--- src/rtl/mm_seq_pkg.sv ---
// ---------------------------------------------------------------------------
// mm_seq_pkg : shared types and constants for the matrix-multiply sequencer
// Rev 1.0
// ---------------------------------------------------------------------------
`default_nettype none

package mm_seq_pkg;

  typedef enum logic [2:0] {
    IDLE  = 3'd0,
    LOAD  = 3'd1,
    START = 3'd2,
    WAIT  = 3'd3,
    READ  = 3'd4,
    TX    = 3'd5
  } state_t;

  typedef enum logic [1:0] {
    ERR_OK      = 2'b00,
    ERR_BAD_CMD = 2'b01,
    ERR_OVERRUN = 2'b10,
    ERR_TIMEOUT = 2'b11
  } err_t;

  localparam logic [7:0] OP_LOAD_RUN  = 8'hA5;
  localparam logic [7:0] OP_RERUN     = 8'h5A;
  localparam logic [7:0] TIMEOUT_BYTE = 8'hEE;

  // Counter/address widths never collapse to zero bits for tiny configurations.
  function automatic int clog2_min1(input int n);
    return (n <= 2) ? 1 : $clog2(n);
  endfunction

endpackage

`default_nettype wire

--- src/rtl/mm_tx_byte_sender.sv ---
// ---------------------------------------------------------------------------
// mm_tx_byte_sender : serialises a result word MSB-first onto the UART TX
// handshake, inserting a guard cycle after every tx_start.  Rev 1.0
// ---------------------------------------------------------------------------
`default_nettype none

module mm_tx_byte_sender
  import mm_seq_pkg::*;
#(
  parameter int ACC_W = 16,
  parameter int CNT_W = clog2_min1(ACC_W / 8 + 1)
) (
  input  logic             clk,
  input  logic             rst_n,
  input  logic             load,
  input  logic [ACC_W-1:0] word,
  input  logic [CNT_W-1:0] nbytes,
  input  logic             tx_busy,
  output logic [7:0]       tx_data,
  output logic             tx_start,
  output logic             done
);

  logic [ACC_W-1:0] shreg;
  logic [CNT_W-1:0] remaining;
  logic             can_send;

  // tx_start being high this cycle is the guard: the UART has not yet raised busy.
  assign can_send = !tx_busy && !tx_start;

  always_ff @(posedge clk or negedge rst_n) begin
    if (!rst_n) begin
      shreg     <= '0;
      remaining <= '0;
      tx_data   <= '0;
      tx_start  <= 1'b0;
      done      <= 1'b0;
    end else begin
      tx_start <= 1'b0;
      done     <= 1'b0;
      if (load) begin
        if (can_send) begin
          tx_data   <= word[ACC_W-1 -: 8];
          shreg     <= word << 8;
          remaining <= nbytes - CNT_W'(1);
          tx_start  <= 1'b1;
          done      <= (nbytes == CNT_W'(1));
        end else begin
          shreg     <= word;
          remaining <= nbytes;
        end
      end else if (remaining != '0 && can_send) begin
        tx_data   <= shreg[ACC_W-1 -: 8];
        shreg     <= shreg << 8;
        remaining <= remaining - CNT_W'(1);
        tx_start  <= 1'b1;
        done      <= (remaining == CNT_W'(1));
      end
    end
  end

endmodule

`default_nettype wire

--- src/rtl/mm_cmd_sequencer.sv ---
// ---------------------------------------------------------------------------
// mm_cmd_sequencer : UART command parser / operand loader / result streamer
// for the matrix-multiply array.  Optional MULT_DONE watchdog: MMSEQ_TIMEOUT_EN.
// Rev 1.0
// ---------------------------------------------------------------------------
`default_nettype none

module mm_cmd_sequencer
  import mm_seq_pkg::*;
#(
  parameter int DIM            = 2,
  parameter int DATA_W         = 8,
  parameter int ACC_W          = 16,
  parameter int TIMEOUT_CYCLES = 1024,
  parameter int LA_W           = clog2_min1(2 * DIM * DIM),
  parameter int RA_W           = clog2_min1(DIM * DIM)
) (
  input  logic              CLK,
  input  logic              RESET,
  input  logic [7:0]        rx_data,
  input  logic              rx_valid,
  output logic [7:0]        tx_data,
  output logic              tx_start,
  input  logic              tx_busy,
  output logic              load_arr,
  output logic [LA_W-1:0]   load_addr,
  output logic [DATA_W-1:0] load_data,
  output logic              mult_start,
  input  logic              mult_done,
  output logic [RA_W-1:0]   res_addr,
  input  logic [ACC_W-1:0]  res_data,
  output logic              busy,
  output logic [1:0]        err_code
);

  localparam int N_OPS = 2 * DIM * DIM;
  localparam int N_RES = DIM * DIM;
  localparam int BYTES = ACC_W / 8;
  localparam int CNT_W = clog2_min1(BYTES + 1);

  state_t           state;
  err_t             err;
  logic [LA_W-1:0]  cnt;
  logic             timeout_hit;
  logic             timeout_fire;
  logic             rx_overrun;
  logic             snd_load;
  logic             snd_done;
  logic [ACC_W-1:0] snd_word;
  logic [CNT_W-1:0] snd_nbytes;

  assign busy       = (state != IDLE);
  assign err_code   = err;
  assign rx_overrun = rx_valid && (state inside {START, WAIT, READ, TX});

`ifdef MMSEQ_TIMEOUT_EN
  localparam int TO_W = clog2_min1(TIMEOUT_CYCLES);
  logic [TO_W-1:0] wait_cnt;

  assign timeout_fire = (state == WAIT) && !mult_done &&
                        (wait_cnt == TO_W'(TIMEOUT_CYCLES - 1));

  always_ff @(posedge CLK or negedge RESET) begin
    if (!RESET) begin
      wait_cnt <= '0;
    end else if (state == START) begin
      wait_cnt <= '0;
    end else if (state == WAIT) begin
      wait_cnt <= wait_cnt + TO_W'(1);
    end
  end
`else
  logic unused_timeout;
  assign unused_timeout = (TIMEOUT_CYCLES == 0);
  assign timeout_fire   = 1'b0;
`endif

  // The sender samples res_data directly in READ so the first byte leaves
  // two cycles after mult_done.
  assign snd_load   = (state == READ) || timeout_fire;
  assign snd_word   = timeout_fire ? (ACC_W'(TIMEOUT_BYTE) << (ACC_W - 8)) : res_data;
  assign snd_nbytes = timeout_fire ? CNT_W'(1) : CNT_W'(BYTES);

  mm_tx_byte_sender #(
    .ACC_W (ACC_W),
    .CNT_W (CNT_W)
  ) u_sender (
    .clk      (CLK),
    .rst_n    (RESET),
    .load     (snd_load),
    .word     (snd_word),
    .nbytes   (snd_nbytes),
    .tx_busy  (tx_busy),
    .tx_data  (tx_data),
    .tx_start (tx_start),
    .done     (snd_done)
  );

  always_ff @(posedge CLK or negedge RESET) begin
    if (!RESET) begin
      state       <= IDLE;
      err         <= ERR_OK;
      cnt         <= '0;
      timeout_hit <= 1'b0;
      load_arr    <= 1'b0;
      load_addr   <= '0;
      load_data   <= '0;
      mult_start  <= 1'b0;
      res_addr    <= '0;
    end else begin
      load_arr   <= 1'b0;
      mult_start <= 1'b0;

      // Overrun is applied first so a same-cycle timeout still wins.
      if (rx_overrun && err != ERR_TIMEOUT) begin
        err <= ERR_OVERRUN;
      end

      case (state)
        IDLE: begin
          if (rx_valid) begin
            if (rx_data == OP_LOAD_RUN) begin
              state <= LOAD;
              cnt   <= '0;
              err   <= ERR_OK;
            end else if (rx_data == OP_RERUN) begin
              state <= START;
              err   <= ERR_OK;
            end else if (err == ERR_OK) begin
              err <= ERR_BAD_CMD;
            end
          end
        end
        LOAD: begin
          if (rx_valid) begin
            load_arr  <= 1'b1;
            load_addr <= cnt;
            load_data <= DATA_W'(rx_data);
            cnt       <= cnt + LA_W'(1);
            if (cnt == LA_W'(N_OPS - 1)) begin
              state <= START;
            end
          end
        end
        START: begin
          mult_start  <= 1'b1;
          timeout_hit <= 1'b0;
          state       <= WAIT;
        end
        WAIT: begin
          if (mult_done) begin
            res_addr <= '0;
            state    <= READ;
          end else if (timeout_fire) begin
            err         <= ERR_TIMEOUT;
            timeout_hit <= 1'b1;
            state       <= TX;
          end
        end
        READ: begin
          state <= TX;
        end
        TX: begin
          if (snd_done) begin
            if (timeout_hit || res_addr == RA_W'(N_RES - 1)) begin
              state <= IDLE;
            end else begin
              res_addr <= res_addr + RA_W'(1);
              state    <= READ;
            end
          end
        end
        default: state <= IDLE;
      endcase
    end
  end

endmodule

`default_nettype wire

--- config.mk ---
export PLATFORM = sky130hd
export DESIGN_NAME = mm_cmd_sequencer
export DESIGN_NICKNAME = d
export VERILOG_FILES = /design/src/rtl/mm_seq_pkg.sv /design/src/rtl/mm_tx_byte_sender.sv /design/src/rtl/mm_cmd_sequencer.sv
export SDC_FILE = /design/constraint.sdc
export NUM_CORES = 1
export LEC_CHECK = 0
export ABC_CLOCK_PERIOD_IN_PS = 2730
export CAP_MARGIN = 10
export CORE_MARGIN = 10
export CORE_UTILIZATION = 55
export CTS_BUF_LIST = sky130_fd_sc_hd__clkbuf_2 sky130_fd_sc_hd__clkbuf_4 sky130_fd_sc_hd__clkbuf_8
export CTS_CLUSTER_DIAMETER = 50
export CTS_CLUSTER_SIZE = 12
export DETAILED_ROUTE_END_ITERATION = 10
export PLACE_DENSITY = 0.91
export SLEW_MARGIN = 15
export SYNTH_ARGS = -nofsm -noshare
export SYNTH_HDL_FRONTEND = slang
export SYNTH_SLANG_ARGS = --single-unit
--- constraint.sdc ---
create_clock -name CLK -period 2.73 [get_ports CLK]
set_input_delay 0.273 -clock CLK [delete_from_list [all_inputs] [get_ports CLK]]
set_output_delay 0.273 -clock CLK [all_outputs]
set_load 0.1 [all_outputs]
# [Yosys cells after proc, flatten, opt, wreduce, memory -nomap -nowiden]
# Index checks and enable logic that the tools add are counted.
[word_totals] regBits=51 in_bits=29 out_inout_bits=27 wordCells=95
[op_classes] add_sub_neg=3 n_eq_ne=20 muxes=40 n_reduce_logical=19
[op_table] operator="16-bit 2-to-1 mux" n=3
[op_table] operator="3-bit 2-to-1 mux" n=11
[op_table] operator="2-bit 2-to-1 mux" n=12
[op_table] operator="8-bit 2-to-1 mux" n=3
[op_table] operator="3-bit one-hot mux with 6 select lines" n=1
[op_table] operator="2-bit inequality test (second input constant)" n=7
[op_table] operator="3-bit == test (second input constant)" n=3
[op_table] operator="8-bit by 7-bit == test with 1-bit output (second input constant)" n=1
[op_table] operator="8-bit == test (second input constant)" n=1
[op_table] operator="1-bit 2-to-1 mux" n=8
[op_table] operator="4-bit AND reduction" n=2
[op_table] operator="2-bit nonzero test" n=4
[op_table] operator="3-bit by 2-bit == test with 1-bit output (second input constant)" n=2
[op_table] operator="3-bit one-hot mux with 2 select lines" n=1
[op_table] operator="6-bit AND reduction" n=1
[op_table] operator="1-bit logical AND" n=4
[op_table] operator="2-bit by 1-bit inequality test with 1-bit output (second input constant)" n=2
[op_table] operator="2-bit one-hot mux with 2 select lines" n=1
[op_table] operator="2-bit AND reduction" n=2
[op_table] operator="4-bit nonzero test" n=1
[op_table] operator="3-bit by 1-bit adder with 3-bit output (second input constant)" n=1
[op_table] operator="3-bit by 1-bit == test with 1-bit output (second input constant)" n=1
[op_table] operator="3-bit logical NOT" n=1
[op_table] operator="3-bit inequality test (second input constant)" n=1
[op_table] operator="other kinds (7)" n=8

# [Logic depth before layout (Yosys ltp)]
# Gate-level depths: netlist of the first run.
[logic_depth] depth_word=10 mapped_depth=8 depth_no_buf=6

# [By module]
# A second synthesis of the first run with hierarchy kept.
[hier_totals] hier_cells=230 area_unflattened_um2=2607.5
[by_module_without_submodules] module="mm_tx_byte_sender" instances=1 cells_each=130 area_each_um2=1430.1 seq_area_each_um2=700.7
[by_module_without_submodules] module="mm_cmd_sequencer" instances=1 cells_each=100 area_each_um2=1177.4 seq_area_each_um2=575.6

# [Least setup slack after synthesis of the first run]
# No wires, ideal clock.
[synth_timing] path_type="register to register" start="reg u_sender.tx_start" end="reg u_sender.remaining[1]" setup_ns=0.143 t_arrival_ns=1.753 required_time_ns=2.587 setup_slack_ns=0.834 stages_incl_launch_ff=5 path_buffers=1 synth_period_minus_slack_ns=1.896 path_cell_list="dfrtp_1 nor2_4 a21boi_4 buf_6 o221ai_2"
[synth_between] elab_chain_cells=4 elab_cells_between_ends=6 cone_classes="2 x mux; 4 x reduce/logical"
[synth_lines] element="start, declared" line_no="mm_tx_byte_sender.sv:20" rtl="output logic tx_start,"
[synth_lines] element="start signal, assigned" line_no="mm_tx_byte_sender.sv:36" rtl="tx_start <= 1'b0;"
[synth_lines] element="start signal, assigned" line_no="mm_tx_byte_sender.sv:39" rtl="tx_start <= 1'b0;"
[synth_lines] element="start signal, assigned" line_no="mm_tx_byte_sender.sv:46" rtl="tx_start <= 1'b1;"
[synth_lines] element="1-bit logical NOT *" line_no="mm_tx_byte_sender.sv:29" rtl="assign can_send = !tx_busy && !tx_start;"
[synth_lines] element="1-bit logical AND *" line_no="mm_tx_byte_sender.sv:29"
[synth_lines] element="2-bit 2-to-1 mux / 1-bit logical AND (equally long branches)" line_no="mm_tx_byte_sender.sv:42, mm_tx_byte_sender.sv:52"
[synth_lines] element="2-bit 2-to-1 mux / 2-bit nonzero test (equally long branches)"
[synth_lines] element="end signal, assigned" line_no="mm_tx_byte_sender.sv:45" rtl="remaining <= nbytes - CNT_W'(1);"
[synth_lines] element="end signal, assigned" line_no="mm_tx_byte_sender.sv:50" rtl="remaining <= nbytes;"
[synth_lines] element="end signal, assigned" line_no="mm_tx_byte_sender.sv:55" rtl="remaining <= remaining - CNT_W'(1);"
[synth_lines] element="end, declared" line_no="mm_tx_byte_sender.sv:25" rtl="logic [CNT_W-1:0] remaining;"
# Every way passes the cells marked *; elsewhere a longest branch is shown, timed or not.
# A chain may end at the register's enable or synchronous reset.

# [Final worst setup path of the first run]
[layout_timing] start="reg state[2]" end="reg u_sender.tx_data[3]"
[layout_between] elab_chain_cells=3 elab_cells_between_ends=5 cone_classes="2 x eq/ne; 1 x mux; 2 x reduce/logical"
[layout_lines] element="start, declared" line_no="mm_cmd_sequencer.sv:41" rtl="state_t state;"
[layout_lines] element="start signal, assigned" line_no="mm_cmd_sequencer.sv:101" rtl="state <= IDLE;"
[layout_lines] element="start signal, assigned" line_no="mm_cmd_sequencer.sv:123" rtl="state <= LOAD;"
[layout_lines] element="start signal, assigned" line_no="mm_cmd_sequencer.sv:127" rtl="state <= START;"
[layout_lines] element="3-bit == test *" line_no="mm_cmd_sequencer.sv:80" rtl="assign snd_load = (state == READ) || timeout_fire;"
[layout_lines] element="2-bit by 1-bit inequality test with 1-bit output (no source line) / 2-bit nonzero test (equally long branches)"
[layout_lines] element="2-bit AND reduction (no source line)"
[layout_lines] element="end signal, assigned" line_no="mm_tx_byte_sender.sv:43" rtl="tx_data <= word[ACC_W-1 -: 8];"
[layout_lines] element="end signal, assigned" line_no="mm_tx_byte_sender.sv:53" rtl="tx_data <= shreg[ACC_W-1 -: 8];"
[layout_lines] element="end, declared" line_no="mm_tx_byte_sender.sv:19" rtl="output logic [7:0] tx_data,"
# Marked as above.

==> flow_summary.toml, run 1 <==
[run_status]
outcome = "finished, violations left"
violations = "negative hold slack"

[route]
vias = 1918
antenna_left = 0
m1WireLength_um = 2340
drt-total-wl_um = 5580
post_drt_wl_per_cell_um = 17.2
drtIter0Drc = 126
viasPerCell = 5.90
wl_met2_um = 2850
drcViolationCount = 0
highest_layer = "met4"
dr.pass1.iters = 6
wl_met3_um = 303

[timing]
tightest_slew_ns = 0.715
hold_viol_final = 21
maxSlewViolCount = 0
rsz0062_at_grt = "no"
min_period_ns = 1.97
whs_ns = -0.0261
max_slew_margin = 0.523
setup_viol = 0
fin_skew_ns = 0.0136
fin_crit_sh = 0.722
setup-tns-final_ns = 0
clock.fmax_mhz = 508

[worst_setup_path]
rrSetupSlack_ns = 0.76
path_class = "flip-flop to flip-flop"
required_ns = 2.95
start_kind = "flip-flop"
crit_fanout = 20
endpoint_kind = "flip-flop"
worstPathArrival_ns = 2.19

[floorplanning]
dieArea_um2 = 7430
io_pins = 56
coreArea_um2 = 4290
die_y_um = 86.2
die_w_um = 86.2
rows = 24
start_util = 0.561

[synth]
synth_most_common_cell = "dfrtp_1"
syn_nets = 253
synth_area_um2 = 2410
netlist_top_cells_area = "dfrtp_1 (53%), nand2_1 (3.7%), a22o_1 (3.6%)"
yosys.area.top_type_share = 0.529
synth_edf_count = 0
seq_area_frac_synth = 0.529
syn_inst = 219
synth.distinct_cells = 40
ys_ff_latch = 51
post-synth-top-area-cell = "dfrtp_1"
synth_common_cells = "dfrtp_1 (51), nand2_1 (24), nor2_1 (14)"
syn_area_per_cell_um2 = 11.0
async_reset_ff_frac = 1.00
yosys_warnings = 0
synth_ff_type = "dfrtp_1"

[global_routing]
grt_pass1_vias = 1921
grt_first_pass_wirelength_um = 9270
grt_use_total = 0.152
antenna_found_initial = 0
grt_start_max_net_pins = 52
grt_overflow_total = 0

[power]
p_leak_nw = 1.36
finalPower_mw = 3.84
power_density_nw_per_um2 = 1280
peakVddDrop_uv = 1090

[final_layout]
finalNonFillerCells = 325
final_core_util = 0.698
antennaDiodeCount = 0
nFillCells = 326
area_growth_syn_to_layout_pct = 24.2
seq_area_um2 = 1280
multi_input_area_um2 = 1040
drive_above_1_share = 0.194
final_nets = 306

[cts]
clockBufferDepth = 2
clock_latency_ns = 0.30
cts-buffers-inserted = 5
post-cts-setup-buffers = 0
holdBufCountCts = 0
cts.sinks = 51
cts_tree = "done"
clkTransAtPathRegs_ns = 0.10
cts_root_buffer = "clkbuf_8"
htreeDepth = 2
ctsResizeCount = 0

[placed_design]
portBuffers = 55
dp.cells = 317
place.detailed.hpwl_um = 4050
gp_congestion = 0.841

[worst_hold_path]
hold_path_class = "input port to asynchronous set/reset pin"

[run]
drv_cap = 0
## logic make-up after synthesis
| group | count (synthesis) | synth area share |
|---|---|---|
| AO/OA/AOI/OAI | 59 | 0.165 |
| adder cells (fa/ha/maj) | 5 | 0.0259 |
| buffers and inverters | 15 | 0.0379 |
| flip-flops | 51 | 0.529 |
| multiplexers | 15 | 0.0685 |
| AND/OR/NAND/NOR | 74 | 0.174 |
## layer usage
layer | track usage | vias to the layer above
met2 | 0.245 | 53
met3 | 0.0413 | 10
met1 | 0.192 | 952
met5 | 0 | -
li1 | - | 903
met4 | 0.0530 | 0
## path summary, 6_finish.rpt
check / startpoint / end / cells past startpoint
worst min-delay path: RESET / res_addr[0] / 1
worst min register to register: u_sender.shreg[7] / u_sender.shreg[7] / 1
min in group CLK: u_sender.shreg[7] / u_sender.shreg[7] / 1
worst max-delay path: state[2] / u_sender.tx_data[3] / 4
max in group asynchronous: RESET / u_sender.shreg[10] / 1
worst max register to register: state[2] / u_sender.tx_data[3] / 4
## worst max-delay path: stages (launching register included)
cell and delay [ns]:
dfrtp_1 0.59, or3b_4 0.57, a21boi_4 0.46, nor2_1 0.09
a31oi_1 0.17
## cell type report
class                      instances  share of cell area
sequential                        51               0.426
multi-input combinational        153               0.348
timing repair buffer              56               0.163
clock buffer                       7              0.0322
tap                               52              0.0217
inverter                           5             0.00627
clock inverter                     1             0.00251
## per-stage QoR
stage	worst slack (ns)	instance area [µm²]
global placement	0.755	2890
CTS	0.766	2990
detailed placement	0.695	2890
floorplan	0.834	2410
global route	0.576	3000
finish	0.760	3000
## registers in the layout, indices dropped and copies added, names as in the netlist, 3 cells and up
name / flops
state: 3
cnt: 3
u_sender.shreg: 16
load_data: 8
load_addr: 3
u_sender.tx_data: 8
## layout by cell type (no fill, tap or decap), drive strengths merged
cell	instances
nand4bb	2
dfrtp	51
a21oi	12
ha	5
a32o	1
and4bb	1
nand2b	2
nor3	7
or3b	1
nand2	24
clkdlybuf4s50	27
o221ai	1
nand3	2
nor2	17
o22ai	8
or3	9
or4bb	2
clkinvlp	1
mux2	12
and3	1
o21a	1
clkbuf	7
a31oi	9
or2	1
a21boi	1
buf	29
inv	5
a211oi	1
o21ai	15
nor3b	2
a22o	10
mux2i	3
nor2b	3
## report_power, final
part	total, mW	leakage (nW)	internal (mW)	switching [mW]
registers	1.20	0.634	1.02	0.173
clock network	0.478	0.0505	0.231	0.247
logic	2.16	0.671	0.526	1.64
Power figures use the tool's default switching activity.
==> run 2: changes to the inputs <==
--- a/config.mk
+++ b/config.mk
@@ -5,15 +5,15 @@
 export SDC_FILE = /design/constraint.sdc
 export NUM_CORES = 1
 export LEC_CHECK = 0
-export ABC_CLOCK_PERIOD_IN_PS = 2730
+export ABC_CLOCK_PERIOD_IN_PS = 1600
 export CAP_MARGIN = 10
 export CORE_MARGIN = 10
-export CORE_UTILIZATION = 55
+export CORE_UTILIZATION = 47
 export CTS_BUF_LIST = sky130_fd_sc_hd__clkbuf_2 sky130_fd_sc_hd__clkbuf_4 sky130_fd_sc_hd__clkbuf_8
 export CTS_CLUSTER_DIAMETER = 50
 export CTS_CLUSTER_SIZE = 12
 export DETAILED_ROUTE_END_ITERATION = 10
-export PLACE_DENSITY = 0.91
+export PLACE_DENSITY = 0.83
 export SLEW_MARGIN = 15
 export SYNTH_ARGS = -nofsm -noshare
 export SYNTH_HDL_FRONTEND = slang
==> constraint.sdc (replaced) <==
create_clock -name CLK -period 1.6 [get_ports CLK]
set_input_delay 0.16 -clock CLK [delete_from_list [all_inputs] [get_ports CLK]]
set_output_delay 0.16 -clock CLK [all_outputs]
set_load 0.1 [all_outputs]
==> run 2 against run 1 <==
  * The run ends with negative setup slack left
  * Combinational power grew 120%
  * Sequential share of layout area down 7.9 points
  * Clock skew is 0.00072 ns higher
  * Critical path type unchanged
==> flow_summary.toml, run 2 (synthesis results as in run 1) <==
[cts]
clockBufferDepth = 2
cts_tree = "done"
cts_root_buffer = "clkbuf_8"
clkTransAtPathRegs_ns = 0.10
cts-buffers-inserted = 5
htreeDepth = 2
clock_latency_ns = 0.31
cts.sinks = 51

[route]
vias = 2091
antenna_left = 0
drtIter0Drc = 145
drt-total-wl_um = 6850
drcViolationCount = 0
viasPerCell = 5.59
post_drt_wl_per_cell_um = 18.3
dr.pass1.iters = 5

[final_layout]
area_growth_syn_to_layout_pct = 53.2
regMostFlops = "u_sender.shreg"
drive_above_1_share = 0.306
final_common_cell = "dfrtp_1"
antennaDiodeCount = 0
final_cell_mix = "dfrtp_1 (48), buf_12 (30), clkdlybuf4s50_1 (27), nand2_1 (24), buf_4 (24)"
largest_reg_flops = 16
reg_top3 = "u_sender.shreg x16, load_data x8, u_sender.tx_data x8"
nFillCells = 303
finalNonFillerCells = 374
stdcell_area_um2 = 3690
final_nets = 337

[timing]
setup_slack_ns = -0.0490
min_period_ns = 1.65
setup_viol = 3
fin_crit_sh = 1.03
fin_skew_ns = 0.0143
hold_viol_final = 0
clock.fmax_mhz = 606
max_slew_margin = 0.647
maxSlewViolCount = 0
rsz0062_at_grt = "yes"
tightest_slew_ns = 0.530

[worst_setup_path]
crit_chain = "ha_2 -> ha_4 -> mux2i_1 -> a211oi_2 -> buf_4 -> buf_4 -> a32o_1"
worstPathArrival_ns = 1.85
required_ns = 1.80
path_class = "flip-flop to flip-flop"
start_kind = "flip-flop"
slowest_stage = "dfrtp_1"
crit_fanout = 5
endpoint_kind = "flip-flop"
cpPeakStageDelay_ns = 0.40
timing.critical_path.mode_cell = "buf_4"
cp_num_buf_inv = 2
cp_top_family = "flip-flops"

[placed_design]
pre_cts_slack_ns = -0.0838
portBuffers = 55
place.detailed.hpwl_um = 4700
placed_cell_area_um2 = 3430
gp_congestion = 0.836
dp.cells = 353

[floorplanning]
rows = 26
coreArea_um2 = 5040
start_util = 0.478
die_w_um = 91.6
dieArea_um2 = 8400
die_y_um = 91.6
io_pins = 56

[global_routing]
antenna_found_initial = 0
grt_pass1_vias = 2095
grt_use_total = 0.153
grt_overflow_total = 0
grt_first_pass_wirelength_um = 10700
grt_start_max_net_pins = 31

[run_status]
outcome = "finished, violations left"
violations = "negative setup slack"

[run]
drv_cap = 0

[power]
power_density_nw_per_um2 = 2120
p_leak_nw = 1.64
peakVddDrop_uv = 1740
finalPower_mw = 7.81

[worst_hold_path]
hold_path_class = "input port to asynchronous set/reset pin"
==> run 2: power breakdown <==
group          switching, mW  internal, mW  total, mW
logic                   2.92          1.79       4.71
registers              0.426          1.76       2.18
clock network          0.437         0.484      0.921
==> run 2: area by class of cell <==
type                       instances  area, µm²  area share
clock inverter                     2       37.5      0.0102
inverter                           5       18.8     0.00508
timing repair buffer              87       1100       0.299
tap                               70       87.6      0.0237
sequential                        51       1280       0.347
clock buffer                       6       76.3      0.0207
multi-input combinational        153       1090       0.294
==> run 2: repair_timing <==
item                                    in CTS  in global routing
gates resized for setup                      2                 10
pin swaps                                    1                  5
hold buffers                                 1                  0
endpoints found under the hold margin       21                  0
endpoints found under the setup margin       3                 29
setup buffers                                3                 10
==> run 2: through the flow <==
step | util | setup TNS [ns] | hold WS (ns)
after global placement | 0.680 | -0.0678 | 0.152
after global routing | 0.733 | -0.528 | 0.405
after detailed placement | 0.680 | -0.793 | 0.165
after floorplan | - | -0.00520 | -0.136
final | 0.733 | -0.143 | 0.347
after CTS | 0.710 | -0.0235 | 0.355
==> run 2: routing by layer <==
metal	wire [µm]	global-route usage
met2	3710	0.270
met4	95	0.0431
met5	0	0
met1	2750	0.184
met3	295	0.0310
==> run 2: final timing paths <==
path                                    from                  end  slack, ns  depth (start not counted)
hold / removal                         RESET    u_sender.shreg[9]       0.35                          2
setup / recovery                      cnt[1]             state[2]      -0.05                          7
setup reg to reg                      cnt[1]             state[2]      -0.05                          7
hold reg to reg            u_sender.shreg[0]    u_sender.shreg[0]       0.50                          1
min in group CLK                res_data[10]  u_sender.tx_data[2]       0.43                          3
max in group asynchronous              RESET          res_addr[0]       0.69                          3
